## src/rtl/gf_mult_pkg.sv

```systemverilog
// Shared types for the digit-serial GF(2)[x] / integer multiplier.
// FSM state encoding and product-mode selector values.
package gf_mult_pkg;

   typedef enum logic [1:0] {
      IDLE,
      BUSY,
      DONE
   } state_t;

   localparam logic GF_MODE_CLMUL = 1'b1;
   localparam logic GF_MODE_INT   = 1'b0;

endpackage

```

## src/rtl/gf_digit_mac.sv

```systemverilog
// One digit step: partial product of a by a DIGIT_WIDTH slice of b,
// shifted into place and folded into the accumulator (XOR or add).
module gf_digit_mac
   import gf_mult_pkg::*;
#(
   parameter int DATA_WIDTH  = 32,
   parameter int DIGIT_WIDTH = 4,
   parameter int IDX_W       = 3
) (
   input  logic [DATA_WIDTH-1:0]   a,
   input  logic [DIGIT_WIDTH-1:0]  digit,
   input  logic [2*DATA_WIDTH-1:0] acc,
   input  logic [IDX_W-1:0]        shift,
   input  logic                    gf_option,
   output logic [2*DATA_WIDTH-1:0] next_acc
);

   localparam int PW = 2 * DATA_WIDTH;
   localparam int SW = $clog2(PW) + 1;

   logic [PW-1:0] row;
   logic [PW-1:0] pp_x;
   logic [PW-1:0] pp_i;
   logic [SW-1:0] amt;

   always_comb begin
      row  = '0;
      pp_x = '0;
      pp_i = '0;
      for (int j = 0; j < DIGIT_WIDTH; j++) begin
         row = {{DATA_WIDTH{1'b0}}, a} << j;
         if (digit[j]) begin
            pp_x = pp_x ^ row;
            pp_i = pp_i + row;
         end
      end
      amt = SW'(shift) * SW'(DIGIT_WIDTH);
      // Digit products never exceed PW bits, so the add cannot wrap.
      if (gf_option == GF_MODE_CLMUL) begin
         next_acc = acc ^ (pp_x << amt);
      end else begin
         next_acc = acc + (pp_i << amt);
      end
   end

endmodule

```

## src/rtl/gf_digit_serial_mult.sv

```systemverilog
// Digit-serial carry-less / unsigned multiplier, LSB digit of b first,
// returning the full unreduced 2*DATA_WIDTH-bit product over valid/ready.
module gf_digit_serial_mult
   import gf_mult_pkg::*;
#(
   parameter int DATA_WIDTH  = 32,
   parameter int DIGIT_WIDTH = 4
) (
   input  logic                    clk,
   input  logic                    rst_n,
   input  logic                    in_valid,
   output logic                    in_ready,
   input  logic                    gf_option,
   input  logic [DATA_WIDTH-1:0]   a,
   input  logic [DATA_WIDTH-1:0]   b,
   output logic                    out_valid,
   input  logic                    out_ready,
   output logic [2*DATA_WIDTH-1:0] out,
   output logic                    busy
);

   localparam int NDIG  = DATA_WIDTH / DIGIT_WIDTH;
   localparam int IDX_W = (NDIG > 1) ? $clog2(NDIG) : 1;
   localparam logic [IDX_W-1:0] LAST = IDX_W'(NDIG - 1);

   generate
      if (DATA_WIDTH < 2 || DIGIT_WIDTH < 1 ||
          (DATA_WIDTH % DIGIT_WIDTH) != 0) begin : g_bad_cfg
         $error("DIGIT_WIDTH must divide DATA_WIDTH (>= 2)");
      end
   endgenerate

   state_t                  state_q;
   state_t                  state_d;
   logic [IDX_W-1:0]        k_q;
   logic [DATA_WIDTH-1:0]   a_q;
   logic [DATA_WIDTH-1:0]   b_q;
   logic                    mode_q;
   logic [2*DATA_WIDTH-1:0] acc_q;
   logic [2*DATA_WIDTH-1:0] acc_d;
   logic                    accept;

   assign accept = in_valid && in_ready;

   gf_digit_mac #(
      .DATA_WIDTH (DATA_WIDTH),
      .DIGIT_WIDTH(DIGIT_WIDTH),
      .IDX_W      (IDX_W)
   ) u_mac (
      .a        (a_q),
      .digit    (b_q[DIGIT_WIDTH-1:0]),
      .acc      (acc_q),
      .shift    (k_q),
      .gf_option(mode_q),
      .next_acc (acc_d)
   );

   always_comb begin
      state_d   = state_q;
      in_ready  = 1'b0;
      out_valid = 1'b0;
      busy      = 1'b0;
      unique case (state_q)
         IDLE: begin
            in_ready = 1'b1;
            if (in_valid) state_d = BUSY;
         end
         BUSY: begin
            busy = 1'b1;
            if (k_q == LAST) state_d = DONE;
         end
         DONE: begin
            out_valid = 1'b1;
            if (out_ready) state_d = IDLE;
         end
         default: state_d = IDLE;
      endcase
   end

   always_ff @(posedge clk or negedge rst_n) begin
      if (!rst_n) begin
         state_q <= IDLE;
         k_q     <= '0;
         a_q     <= '0;
         b_q     <= '0;
         mode_q  <= GF_MODE_INT;
         acc_q   <= '0;
      end else begin
         state_q <= state_d;
         if (accept) begin
            a_q    <= a;
            b_q    <= b;
            mode_q <= gf_option;
            acc_q  <= '0;
            k_q    <= '0;
         end else if (state_q == BUSY) begin
            // b is shifted down so the active digit is always at bit 0.
            acc_q <= acc_d;
            b_q   <= b_q >> DIGIT_WIDTH;
            k_q   <= (k_q == LAST) ? '0 : k_q + IDX_W'(1);
         end
      end
   end

   assign out = (state_q == DONE) ? acc_q : '0;

endmodule

```

## config.mk

```make
export PLATFORM = sky130hd
export DESIGN_NAME = gf_digit_serial_mult
export DESIGN_NICKNAME = d
export VERILOG_FILES = /design/src/rtl/gf_mult_pkg.sv /design/src/rtl/gf_digit_mac.sv /design/src/rtl/gf_digit_serial_mult.sv
export SDC_FILE = /design/constraint.sdc
export NUM_CORES = 1
export LEC_CHECK = 0
export BUFFER_PORTS_ARGS = -buffer_cell sky130_fd_sc_hd__buf_2
export CORE_MARGIN = 5
export CORE_UTILIZATION = 50
export DETAILED_ROUTE_END_ITERATION = 7
export HOLD_SLACK_MARGIN = 0.05
export PLACE_DENSITY = 0.77
export SYNTH_ARGS = -nofsm -noshare
export SYNTH_HDL_FRONTEND = slang
export SYNTH_SLANG_ARGS = --single-unit
```

## constraint.sdc

```tcl
create_clock -name clk -period 19.6 [get_ports clk]
set_input_delay 0.98 -clock clk [delete_from_list [all_inputs] [get_ports clk]]
set_output_delay 0.98 -clock clk [all_outputs]
set_load 0.005 [all_outputs]
```

==> results of run 1 <==
[flip-flops by register name, summed over array words and instances, names as in the netlist]
signal,count
a_q,32
acc_q,64
b_q,32
k_q,3
mode_q,1
state_q,2
[cell type report]
cell class | instances | area (um^2)
Antenna cell | 1 | 2.50
Fill cell | 4335 | 19800
Sequential cell | 134 | 3360
Timing Repair Buffer | 174 | 975
Tap cell | 585 | 732
Multi-Input combinational cell | 2654 | 17300
Clock inverter | 14 | 143
Inverter | 71 | 267
Clock buffer | 17 | 425
[logic make-up (layout without fill, tap and decap cells)]
group	after synthesis	count (layout)	synth area share (%)
buf+inv	270	276	4.87
flops	134	134	15.5
compound gates	1039	1039	32.0
fa+ha+maj	163	163	9.56
mux	90	90	4.74
simple gates	1189	1189	26.3
xor+xnor	173	173	7.00
other cells	0	1	0
[how the worst max path moves through the flow]
stage,from,endpoint,slack (ps)
finish,a_q[1],acc_q[51],7350
global route,a_q[1],acc_q[51],6820
detailed placement,a_q[1],acc_q[51],7860
CTS,a_q[1],acc_q[51],7790
floorplan,b_q[0],acc_q[62],9980
global placement,a_q[1],acc_q[51],7910
[layout by cell type (no fill, tap or decap), types with 94 or more instances in the layout]
cell                        n
sky130_fd_sc_hd__buf_2    134
sky130_fd_sc_hd__o21ai_0  243
sky130_fd_sc_hd__and2_1   126
sky130_fd_sc_hd__a21oi_1  240
sky130_fd_sc_hd__xnor2_1  103
sky130_fd_sc_hd__nand2_1  475
sky130_fd_sc_hd__nor2_1   208
sky130_fd_sc_hd__dfrtp_1  127
sky130_fd_sc_hd__a21o_1    94
sky130_fd_sc_hd__ha_1     159
[critical path: cells and delay by family (launching register included)]
family / cells / cell delay [ps]
fa+ha+maj: 5 / 2000
compound gates: 22 / 7370
mux: 2 / 570
xor+xnor: 1 / 170
flops: 1 / 490
buf+inv: 1 / 50
simple gates: 9 / 1500
[per-layer routing]
layer  vias to the layer above  track usage [%]  wire length (um)
met3                       227             10.4             10500
met1                     11900             54.3             40200
met5                         -             1.15               126
met4                         6             12.8              3500
met2                      1432             56.8             39900
li1                      11200                -                 -
[stage by stage]
| stage | instances | cell area (um^2) |
|---|---|---|
| finish | 3650 | 23200 |
| global route | 3649 | 23200 |
| global placement | 3618 | 22600 |
| detailed placement | 3618 | 22600 |
| CTS | 3649 | 23200 |
| floorplan | 3058 | 21600 |
==> implementation parameters, run 1 <==
Parameter                              Value

Critical path
  Critical path capture point type ... flip-flop
  Worst r2r dst ... acc_q[51]
  Cells on worst reg2reg path ... 40
  Top fanout value on the critical path ... 8
  CP required ... roughly 20000 ps
  Worst Setup Path Type ... flip-flop to flip-flop
  CP max stage cell ... sky130_fd_sc_hd__a2111oi_0
  Worst reg2reg startpoint ... a_q[1]
  Setup slack of the worst register-to-register path ... between 7000 and 8000 ps
  Startpoint kind of the worst setup timing path ... flip-flop
  Worst EP arrival ... roughly 13000 ps
  Library cell appearing most often on the critical path ... sky130_fd_sc_hd__a21o_1
  Maximum cell stage delay along the critical path ... between 700 and 800 ps

Logic synthesis
  Mean instance size in the synthesized netlist ... around 7 um^2
  Most used flip-flop cell after synthesis ... sky130_fd_sc_hd__dfrtp_1
  Syn_nets ... 3290
  Top cells by count, synth ... 476 x sky130_fd_sc_hd__nand2_1, 243 x sky130_fd_sc_hd__o21ai_0, 240 x sky130_fd_sc_hd__a21oi_1, 209 x sky130_fd_sc_hd__nor2_1, 163 x sky130_fd_sc_hd__clkbuf_1
  Number of flops mapped to enable cells by yosys ... 0
  Largest cells by area after synthesis ... sky130_fd_sc_hd__dfrtp_1 15%, sky130_fd_sc_hd__ha_1 9.2%, sky130_fd_sc_hd__nand2_1 8.3%
  Biggest area consumer among synthesized cells ... sky130_fd_sc_hd__dfrtp_1
  Cell count after synthesis ... about 3100
  Synthesized cell area ... between 20000 and 25000 um^2
  Proportion of synthesized chip area in sequential cells ... about 15%
  Number of synthesized register bits ... ~130
  Proportion of register bits with asynchronous set or reset after synthesis ... between 90% and 100%
  Portion of synthesized cell area occupied by the leading cell type ... between 10% and 20%
  Syn. warnings ... 0
  Most common cell in the netlist ... sky130_fd_sc_hd__nand2_1
  Synth cell types ... around 100

STA
  Final clock skew ... between 15 and 20 ps
  Unrepaired setup endpoints after global routing ... false
  Slew HR ... 0.778%
  Hold slack ... slightly below 500 ps
  Transition at the pin with the smallest max-transition slack ... about 1500 ps
  Tcrit/Tclk final ... roughly 63%
  Number of setup violations in the final report ... 0
  Final-report hold violation count ... 0
  Final period demand of the worst path ... between 10000 and 15000 ps
  Accumulated negative setup slack ... 0 ps
  Total count of max-transition violations in the final report ... 0
  Maximum achievable frequency ... roughly 80 MHz
  Final critical-path setup slack ... ~7300 ps

Route
  Vias per inst ... 6.80
  Post-DRT Antenna Nets ... 0
  Final wirelength ... between 90000 and 100000 um
  Detailed Routing Iterations Pass 1 ... 6
  Via Count ... around 25000
  Routed WL per cell ... 25.8 um
  Starting DRT DRC Count ... roughly 3200
  DRC violations left ... 0

Floorplanning
  Vertical die dimension ... between 200 and 250 um
  Initial standard-cell utilization of the core ... around half
  Die Wd ... ~220 um
  Num rows ... 76
  Std-Cell Core Area ... 43000 um^2
  DIE AREA ... about 48000 um^2
  Count of boundary I/O pins ... 136

Place
  Dpl hpwl ... just over 70000 um
  Post-Place Setup Slack ... just under 8000 ps
  Number of buffers added on ports ... between 100 and 150
  Routability Congestion ... around 1.1

Hold path
  Worst Hold Path Cells ... 2
  Sink of the worst hold path ... b_q[4]
  Min-Delay Startpoint ... b_q[4]
  Worst hold path type ... flip-flop to flip-flop

Finish
  Synth-to-Final Area Change ... 7.07%
  Share of post-route cells with drive strength above 1 ... 9.66%
  Post-layout util ... approximately 54%
  Net count of the finished layout ... ~3300

Flow run
  Reported max-cap violation count ... 1

Clock tree
  Count of instances resized after the clock tree is built ... 0
  Setup Buffers After CTS ... 0
  Cts hold-fix bufs ... 0
  Clock-pin slew on the worst setup and hold paths ... 70 ps
  Insertion delay to the later sink of the worst-skew pair ... roughly 500 ps
  Number of H-tree levels ... 4
  Clock tree buffer depth ... 2
  TritonCTS clock tree ... yes
  CTS root buf ... sky130_fd_sc_hd__clkbuf_16
  Num CTS Buffers ... 17
  TritonCTS Sinks ... around 130

Status
  Run status ... complete, but fails checks
  Violations in the final reports ... capacitance limit

Global route
  Maximum number of pins on one net before global-route repair ... 75
  Combined global-route utilization of all metal layers ... between 30% and 40%
  Number of antenna violations at the first check in global routing ... 2
  Wire length of the first global-routing pass ... 141000 um
  Vias in the first global route ... between 20000 and 25000
  Remaining global-route overflow ... 0
Power of run 1 is not shown: default switching activity piles up to over one toggle a cycle in this logic, so the estimate is an artifact.
==> run 2: changes to the inputs <==
==> constraint.sdc (replaced) <==
create_clock -name clk -period 11.55 [get_ports clk]
set_input_delay 0.5775 -clock clk [delete_from_list [all_inputs] [get_ports clk]]
set_output_delay 0.5775 -clock clk [all_outputs]
set_load 0.005 [all_outputs]
==> run 2 against run 1 <==
  * Core utilization is 0.31 points higher
  * Routed wire length is 5.4% lower
  * The run now ends clean
  * Non-clock buffer count is 11 higher
  * Final area is 0.58% higher
  * First-iteration DRC count is 1.7% lower
  * Via count is 0.39% lower
==> implementation parameters, run 2 (synthesized netlist as in run 1, its figures left out) <==
Parameter                              Value

Floorplanning
  Count of boundary I/O pins ... ~140
  Num rows ... 76
  Die Wd ... 218 um
  Initial standard-cell utilization of the core ... slightly above 50%
  Vertical die dimension ... ~220 um
  Std-Cell Core Area ... ~43000 um^2
  DIE AREA ... ~48000 um^2

Place
  Number of placed instances, taps included ... between 3000 and 4000
  Instance area at placement ... about 23000 um^2
  Routability Congestion ... around 1.1
  Number of buffers added on ports ... between 100 and 150
  Dpl hpwl ... ~68000 um

Clock tree
  TritonCTS Sinks ... 134
  CTS root buf ... sky130_fd_sc_hd__clkbuf_16
  Insertion delay to the later sink of the worst-skew pair ... about 500 ps
  Clock tree buffer depth ... 2
  Clock-pin slew on the worst setup and hold paths ... ~70 ps
  TritonCTS clock tree ... yes
  Num CTS Buffers ... 17
  Number of H-tree levels ... 4

STA
  Final-report hold violation count ... 0
  Final clock skew ... around 21 ps
  Unrepaired setup endpoints after global routing ... false
  Maximum achievable frequency ... 90.6 MHz
  Transition at the pin with the smallest max-transition slack ... between 1000 and 1500 ps
  Number of setup violations in the final report ... 0
  Accumulated negative setup slack ... 0 ps
  Final period demand of the worst path ... 11040 ps
  Total count of max-transition violations in the final report ... 0
  Slew HR ... 9.92%
  Tcrit/Tclk final ... between 90% and 100%

Finish
  Synth-to-Final Area Change ... 7.70%
  Registers with the most flip-flops ... acc_q x64, a_q x32, b_q x32
  Most frequent cells in the layout ... 475 x sky130_fd_sc_hd__nand2_1, 243 x sky130_fd_sc_hd__o21ai_0, 240 x sky130_fd_sc_hd__a21oi_1
  Net count of the finished layout ... roughly 3300
  Final std cell area, no fill ... roughly 23000 um^2
  Flip-flop count of the largest register after layout ... between 60 and 70
  Leading cell type in the layout, fill and taps excluded ... sky130_fd_sc_hd__nand2_1
  Final instance count without filler cells ... roughly 3700
  Most flops, register ... acc_q
  Diode insertion count for antenna repair ... 0
  Share of post-route cells with drive strength above 1 ... about 10%

Global route
  Combined global-route utilization of all metal layers ... 36.4%
  Vias in the first global route ... between 20000 and 25000
  Number of antenna violations at the first check in global routing ... 1
  Remaining global-route overflow ... 0
  Maximum number of pins on one net before global-route repair ... 80
  Wire length of the first global-routing pass ... roughly 140000 um

Route
  Vias per inst ... around 6.8
  Starting DRT DRC Count ... approximately 3200
  DRC violations left ... 0
  Routed WL per cell ... 24.3 um
  Via Count ... 24700
  Final wirelength ... around 89000 um
  Detailed Routing Iterations Pass 1 ... 7
  Post-DRT Antenna Nets ... 0

Hold path
  Worst hold path type ... input pin to asynchronous set/reset pin

Critical path
  CP required ... 11940 ps
  Critical path capture point type ... flip-flop
  CP max stage cell ... sky130_fd_sc_hd__or4b_2
  Top fanout value on the critical path ... 8
  Library cell appearing most often on the critical path ... sky130_fd_sc_hd__ha_1
  Startpoint kind of the worst setup timing path ... flip-flop
  Worst EP arrival ... between 10000 and 15000 ps
  Maximum cell stage delay along the critical path ... about 650 ps
  Worst Setup Path Type ... flip-flop to flip-flop

Status
  Run status ... finished, final reports clean

Flow run
  Reported max-cap violation count ... 0
## run 2: changes by cell type in the layout (fill, tap and decap cells not counted), sizes merged
cell / previous run / this run
clkinv: 7 / 5
inv: 75 / 76
bufinv: 1 / 2
diode: 1 / 0
buf: 174 / 185
clkbuf: 17 / 18
## run 2: path summary, 6_finish.rpt
path	start	end	slack, ps	cells past startpoint
max	a_q[1]	acc_q[51]	510	41
min	rst_n	a_q[25]	60	1
max reg2reg	a_q[1]	acc_q[51]	510	41
min reg2reg	b_q[7]	b_q[7]	480	2
max in group asynchronous	rst_n	b_q[1]	9950	2
min in group clk	a[0]	a_q[0]	270	3
## run 2: what timing repair did
action | CTS | global route
setup buffers | 0 | 0
hold buffers | 0 | 0
setup endpoints to repair | 0 | 14
resized for setup | 0 | 9
## run 2: routing by layer
metal	track usage, %	routed length (um)
met1	49.7	36700
met2	53.8	37600
met3	10.5	10600
met4	15.0	4100
met5	0	13
## run 2: layout make-up
class / instances / area, um^2
clock buffers: 18 / 429
clock inverters: 14 / 164
repair buffers: 185 / 1060
fillers: 4238 / 19700
well taps: 585 / 732
flip-flops and latches: 134 / 3360
multi-input cells: 2654 / 17300
inverters: 71 / 267
## run 2: through the flow
| stage | worst slack [ps] | utilization (%) | hold WS (ps) |
|---|---|---|---|
| 4_1_cts | 347 | 54.2 | 91.2 |
| 5_1_grt | 30.5 | 54.2 | 112 |
| 3_3_place_gp | 742 | 52.8 | 460 |
| 6_report | 509 | 54.2 | 59.8 |
| 3_5_place_dp | 408 | 52.8 | 463 |
| 2_1_floorplan | 1930 | - | 282 |
## run 2: critical path: cells and delay by family (launching register included)
kind | cells | cell delay (ps)
AOI/OAI and AO/OA | 19 | 4830
adders and majority gates | 5 | 1680
buffers and inverters | 2 | 210
DFF | 1 | 500
muxes | 3 | 1110
and+or+nand+nor | 12 | 2590
Power of run 2 is left out for the same reason.
